$ cat src/rtl/text_terminal_writer.sv
// Text terminal front end: byte stream in, single-cycle cell writes out.
// Tracks a cursor over a COLUMNS x ROWS grid and handles CR/LF/BS/FF.
module text_terminal_writer #(
  parameter int COLUMNS       = 12,
  parameter int ROWS          = 2,
  parameter int FONT_NUM_CHAR = 256,
  parameter int BLANK_CHAR    = 8'h20,
  localparam int CW = $clog2(FONT_NUM_CHAR),
  localparam int XW = (COLUMNS > 1) ? $clog2(COLUMNS) : 1,
  localparam int YW = (ROWS > 1) ? $clog2(ROWS) : 1
) (
  input  logic          i_clk,
  input  logic          i_rst,
  input  logic          i_rx_dv,
  input  logic [CW-1:0] i_rx_byte,
  output logic          o_rx_ready,
  output logic          o_wr_en,
  output logic [CW-1:0] o_wr_character,
  output logic [XW-1:0] o_wr_x_pos,
  output logic [YW-1:0] o_wr_y_pos,
  output logic [XW-1:0] o_cursor_x,
  output logic [YW-1:0] o_cursor_y,
  output logic          o_busy
);

  typedef enum logic [1:0] {
    S_CLEAR,
    S_IDLE,
    S_WRITE
  } state_t;

  localparam logic [XW-1:0] XMAX  = XW'(COLUMNS - 1);
  localparam logic [YW-1:0] YMAX  = YW'(ROWS - 1);
  localparam logic [CW-1:0] BLANK = CW'(BLANK_CHAR);

  state_t        r_state;
  state_t        w_next;
  logic          r_wr_en;
  logic [CW-1:0] r_wr_chr;
  logic [XW-1:0] r_wr_x;
  logic [YW-1:0] r_wr_y;
  logic [XW-1:0] r_cur_x;
  logic [YW-1:0] r_cur_y;
  logic [XW-1:0] r_clr_x;
  logic [YW-1:0] r_clr_y;
  logic          r_busy;
  logic          r_rx_ready;

  logic          w_wr_en_d;
  logic [CW-1:0] w_chr_d;
  logic [XW-1:0] w_x_d;
  logic [YW-1:0] w_y_d;
  logic [XW-1:0] w_cx_d;
  logic [YW-1:0] w_cy_d;
  logic [XW-1:0] w_kx_d;
  logic [YW-1:0] w_ky_d;

  logic          w_accept;
  logic          w_is_cr;
  logic          w_is_lf;
  logic          w_is_bs;
  logic          w_is_ff;
  logic          w_clr_last;
  logic [YW-1:0] w_y_inc;

  assign w_accept   = i_rx_dv && r_rx_ready;
  assign w_is_cr    = (i_rx_byte == CW'(8'h0D));
  assign w_is_lf    = (i_rx_byte == CW'(8'h0A));
  assign w_is_bs    = (i_rx_byte == CW'(8'h08));
  assign w_is_ff    = (i_rx_byte == CW'(8'h0C));
  assign w_clr_last = (r_clr_x == XMAX) && (r_clr_y == YMAX);
  assign w_y_inc    = (r_cur_y == YMAX) ? '0 : r_cur_y + YW'(1);

  always_ff @(posedge i_clk) begin
    if (i_rst) r_state <= S_CLEAR;
    else       r_state <= w_next;
  end

  always_comb begin
    w_next = r_state;
    unique case (r_state)
      S_CLEAR: if (w_clr_last) w_next = S_IDLE;
      S_IDLE: begin
        if (w_accept) begin
          unique case (1'b1)
            w_is_cr: w_next = S_IDLE;
            w_is_lf: w_next = S_IDLE;
            w_is_bs: w_next = (r_cur_x != '0) ? S_WRITE : S_IDLE;
            w_is_ff: w_next = S_CLEAR;
            default: w_next = S_WRITE;
          endcase
        end
      end
      S_WRITE: w_next = S_IDLE;
      default: w_next = S_CLEAR;
    endcase
  end

  // Strobes are registered on the transition, so WRITE is the strobe cycle.
  always_comb begin
    w_wr_en_d = 1'b0;
    w_chr_d   = r_wr_chr;
    w_x_d     = r_wr_x;
    w_y_d     = r_wr_y;
    w_cx_d    = r_cur_x;
    w_cy_d    = r_cur_y;
    w_kx_d    = r_clr_x;
    w_ky_d    = r_clr_y;
    unique case (r_state)
      S_CLEAR: begin
        w_wr_en_d = 1'b1;
        w_chr_d   = BLANK;
        w_x_d     = r_clr_x;
        w_y_d     = r_clr_y;
        if (w_clr_last) begin
          w_kx_d = '0;
          w_ky_d = '0;
          w_cx_d = '0;
          w_cy_d = '0;
        end else if (r_clr_x == XMAX) begin
          w_kx_d = '0;
          w_ky_d = r_clr_y + YW'(1);
        end else begin
          w_kx_d = r_clr_x + XW'(1);
        end
      end
      S_IDLE: begin
        if (w_accept) begin
          unique case (1'b1)
            w_is_cr: w_cx_d = '0;
            w_is_lf: w_cy_d = w_y_inc;
            w_is_bs: begin
              if (r_cur_x != '0) begin
                w_cx_d    = r_cur_x - XW'(1);
                w_wr_en_d = 1'b1;
                w_chr_d   = BLANK;
                w_x_d     = r_cur_x - XW'(1);
                w_y_d     = r_cur_y;
              end
            end
            w_is_ff: begin
              w_kx_d = '0;
              w_ky_d = '0;
            end
            default: begin
              w_wr_en_d = 1'b1;
              w_chr_d   = i_rx_byte;
              w_x_d     = r_cur_x;
              w_y_d     = r_cur_y;
              if (r_cur_x == XMAX) begin
                w_cx_d = '0;
                w_cy_d = w_y_inc;
              end else begin
                w_cx_d = r_cur_x + XW'(1);
              end
            end
          endcase
        end
      end
      default: ;
    endcase
  end

  always_ff @(posedge i_clk) begin
    if (i_rst) begin
      r_wr_en    <= 1'b0;
      r_wr_chr   <= '0;
      r_wr_x     <= '0;
      r_wr_y     <= '0;
      r_cur_x    <= '0;
      r_cur_y    <= '0;
      r_clr_x    <= '0;
      r_clr_y    <= '0;
      r_busy     <= 1'b1;
      r_rx_ready <= 1'b0;
    end else begin
      r_wr_en    <= w_wr_en_d;
      r_wr_chr   <= w_chr_d;
      r_wr_x     <= w_x_d;
      r_wr_y     <= w_y_d;
      r_cur_x    <= w_cx_d;
      r_cur_y    <= w_cy_d;
      r_clr_x    <= w_kx_d;
      r_clr_y    <= w_ky_d;
      r_busy     <= (w_next == S_CLEAR);
      r_rx_ready <= (w_next == S_IDLE);
    end
  end

  assign o_rx_ready     = r_rx_ready;
  assign o_wr_en        = r_wr_en;
  assign o_wr_character = r_wr_chr;
  assign o_wr_x_pos     = r_wr_x;
  assign o_wr_y_pos     = r_wr_y;
  assign o_cursor_x     = r_cur_x;
  assign o_cursor_y     = r_cur_y;
  assign o_busy         = r_busy;

endmodule

$ cat config.mk
export PLATFORM = sky130hd
export DESIGN_NAME = text_terminal_writer
export DESIGN_NICKNAME = d
export VERILOG_FILES = /design/src/rtl/text_terminal_writer.sv
export SDC_FILE = /design/constraint.sdc
export NUM_CORES = 1
export LEC_CHECK = 0
export BUFFER_PORTS_ARGS = -buffer_cell sky130_fd_sc_hd__buf_2
export CAP_MARGIN = 10
export CORE_MARGIN = 2
export CORE_UTILIZATION = 50
export DETAILED_ROUTE_END_ITERATION = 10
export PLACE_DENSITY = 0.73
export SYNTH_ARGS = -nofsm -noshare
export SYNTH_HDL_FRONTEND = slang
export SYNTH_SLANG_ARGS = --single-unit
$ cat constraint.sdc
create_clock -name i_clk -period 3 [get_ports i_clk]
set_input_delay 0 -clock i_clk [delete_from_list [all_inputs] [get_ports i_clk]]
set_output_delay 0 -clock i_clk [all_outputs]
set_load 0.01 [all_outputs]
==> impl_metrics.py <==
metrics = {
    "outcome": {
        "status": "completed",
    },
    "synthesis": {
        "postSynthAreaPerCell_um2": 8.37,
        "synth_cell_types": 56,
        "synthesis.area_mm2": 0.00182,
        "synth_warnings": 0,
        "synth_top_flop_cell": "dfxtp_1",
        "synth_edf_count": 0,
        "synth_nets": 232,
        "syn-instance-count": 217,
        "synthArstFlopShare": 0,
        "yosysSeqAreaShare": 0.309,
        "synth_seq_cells": 28,
    },
    "clocking": {
        "cts_made_buffers": 3,
        "cts_sinks": 28,
        "cts_tree": "yes",
        "cts.reportedPaths.clkPinSlew_ps": 170,
        "cts_root_buffer": "clkbuf_4",
        "cts_hold_buf": 1,
        "cts_resized": 0,
        "cts_setup_buffers": 0,
        "cts_buffer_depth": 2,
        "cts_max_level": 1,
        "clk_latency_ps": 340,
    },
    "critical_path": {
        "r2r-start": "o_cursor_x[0]$_SDFFE_PP0P_",
        "worstPathArrival_ps": 2480,
        "r2r_slack_ps": 740,
        "worstSetupPathType": "primary input to flop",
        "end_kind": "flop",
        "cp-start-kind": "primary input",
        "timing.rr.end": "o_cursor_x[0]$_SDFFE_PP0P_",
        "worst-r2r-cell-count": 7,
        "cp_max_fo": 22,
        "required_ps": 3220,
    },
    "die": {
        "pin_count": 32,
        "fp.dieW_um": 64.3,
        "core_mm2": 0.00342,
        "start_util": 0.532,
        "die_h_um": 64.3,
        "die_area_mm2": 0.00413,
        "num_rows": 21,
    },
    "power_and_ir_drop": {
        "ir_drop_mv": 0.180,
        "leakage_uw": 0.000801,
        "powerDensity_mw_per_mm2": 366,
    },
    "global_route": {
        "grt_pass1_vias": 1546,
        "grt_pass1_wl_um": 7040,
        "antenna_found_initial": 0,
        "gr-usage-all-layers": 0.215,
        "grt_max_degree": 33,
        "overflow": 0,
    },
    "routing": {
        "wl_per_cell_um": 14.7,
        "vias_per_cell": 5.69,
        "drt_pass1_iterations": 4,
        "vias": 1632,
        "drtAntennaViolNets": 0,
        "drt_drc_violations_left": 0,
        "drtIter0Drc": 112,
        "drt-total-wl_um": 4210,
    },
    "final_layout": {
        "design_area_mm2": 0.00203,
        "drive_gt1_frac": 0.228,
        "area_delta_synth_final_pct": 11.8,
        "nFillCells": 336,
        "utilization": 0.594,
        "antennaDiodeCount": 0,
        "fin_nets": 257,
    },
    "hold_path": {
        "hold_path_depth": 4,
        "min_path_type": "primary input to flop",
        "hp-start": "i_rx_byte[7]",
        "min_to": "o_wr_character[7]$_SDFFE_PP0P_",
    },
    "sta": {
        "rsz0062_at_grt": "no",
        "slew_violations": 0,
        "finalHoldViolations": 0,
        "min_period_ps": 2260,
        "tightest_slew_ps": 687,
        "setup_viol": 0,
        "setup_tns_ps": 0,
        "fmax_mhz": 442,
        "finalCritPeriodShare": 0.754,
        "finalClockSkew_ps": 17.1,
        "slew_headroom": 0.542,
    },
    "placed_design": {
        "placed_cell_area_mm2": 0.00197,
        "globalplace.congestion": 0.846,
        "numPortBuffers": 31,
        "post-dp-hpwl_um": 3070,
    },
    "run": {
        "cap_violations": 0,
    },
}
cells by family (layout without fill, tap and decap cells):
logic type,after synthesis,after routing,share of synthesized area
AOI/OAI and AO/OA,55,55,0.244
xor gates and xnor gates,4,4,0.0193
and+or+nand+nor,95,95,0.289
buffers and inverters,23,47,0.0668
adders and majority gates,4,4,0.0276
DFF,28,28,0.309
muxes,8,8,0.0448
worst max-delay path, cell delays in order:
cell and delay (ps):
dlygate4sd3_1 530, buf_2 150, nor4b_2 420, nand2b_1 350, a32oi_4 720, mux2i_1 250
nor2_1 50
metrics by stage:
step | hold slack [ps] | cells | power, uW | setup slack, ps
after global placement | 364 | 282 | 491 | 807
after global routing | 32.5 | 287 | 771 | 530
after CTS | 19.7 | 287 | 752 | 728
after floorplan | 173 | 217 | 464 | 980
final | 29.7 | 287 | 743 | 739
after detailed placement | 371 | 282 | 492 | 809
synth_stat cells (2+ instances only):
cell	count	area share
dfxtp_1	28	0.31
nand2_1	24	0.050
nor2_1	24	0.050
a21oi_1	16	0.044
buf_2	7	0.019
mux2i_1	7	0.039
clkbuf_1	6	0.012
inv_1	6	0.012
nor2b_1	5	0.017
or2_2	5	0.017
a31oi_1	4	0.014
ha_1	4	0.028
nor4_1	4	0.014
o21ai_0	4	0.011
o31ai_1	4	0.017
a211o_1	3	0.014
and3_1	3	0.010
buf_6	3	0.019
nand2b_1	3	0.010
nand3b_1	3	0.012
nand4_1	3	0.010
nor4b_1	3	0.014
o21a_1	3	0.012
or3_1	3	0.010
a211oi_1	2	0.0083
a21boi_0	2	0.0083
a21o_1	2	0.0083
and2_1	2	0.0069
and3b_1	2	0.0097
nand3_1	2	0.0055
nor3_1	2	0.0055
nor3b_1	2	0.0083
xnor2_1	2	0.0097
xor2_1	2	0.0097
worst max-delay path by stage:
| stage | from | to | slack [ps] | depth (start not counted) |
|---|---|---|---|---|
| floorplan | o_cursor_x[0]$_SDFFE_PP0P_ | o_cursor_x[0]$_SDFFE_PP0P_ | 980 | 7 |
| global placement | o_cursor_x[0]$_SDFFE_PP0P_ | o_cursor_x[0]$_SDFFE_PP0P_ | 810 | 7 |
| detailed placement | o_cursor_x[0]$_SDFFE_PP0P_ | o_wr_x_pos[1]$_SDFFE_PP0P_ | 810 | 7 |
| CTS | i_rx_byte[6] | o_wr_x_pos[1]$_SDFFE_PP0P_ | 730 | 7 |
| global route | i_rx_byte[6] | o_wr_character[5]$_SDFFE_PP0P_ | 530 | 7 |
| finish | i_rx_byte[6] | o_wr_character[3]$_SDFFE_PP0P_ | 740 | 7 |
metal layers:
metal,track usage,wire [um],vias to the layer above
li1,-,-,829
met1,0.293,2020,745
met2,0.337,1900,50
met3,0.0246,205,8
met4,0.101,76,0
met5,0,0,-
cell usage in the layout (no fill, tap or decap), drive strengths merged, types with 4 or more instances in the layout:
master / Yosys / routed
buf: 11 / 36
dfxtp: 28 / 28
nor2: 24 / 24
nand2: 24 / 24
a21oi: 17 / 17
mux2i: 7 / 7
inv: 6 / 6
nor2b: 5 / 5
or2: 5 / 5
nor4: 5 / 5
o31ai: 4 / 4
a31oi: 4 / 4
o21ai: 4 / 4
ha: 4 / 4
nor4b: 4 / 4
or3: 4 / 4
registers in the layout (all words and copies together), names as in the netlist, 2 cells and up:
register	cells
o_wr_character	8
o_cursor_x	4
o_wr_x_pos	4
r_state	2
r_clr_x	4
cell type report:
type | count | area, um^2 | share of cell area
clock buffers | 3 | 22.5 | 0.0111
clock inverters | 1 | 30.0 | 0.0148
inverters | 6 | 22.5 | 0.0111
multi-input cells | 166 | 1130 | 0.559
flip-flops and latches | 28 | 561 | 0.276
well taps | 46 | 57.6 | 0.0284
repair buffers | 37 | 203 | 0.0999
power by group:
part / total [uW] / switching, uW / internal, uW
clock: 257 / 122 / 135
sequential: 401 / 14.7 / 386
combinational: 85.3 / 48.0 / 37.3
total: 743 / 185 / 559
Note: power is estimated with default switching activity, not from simulation.
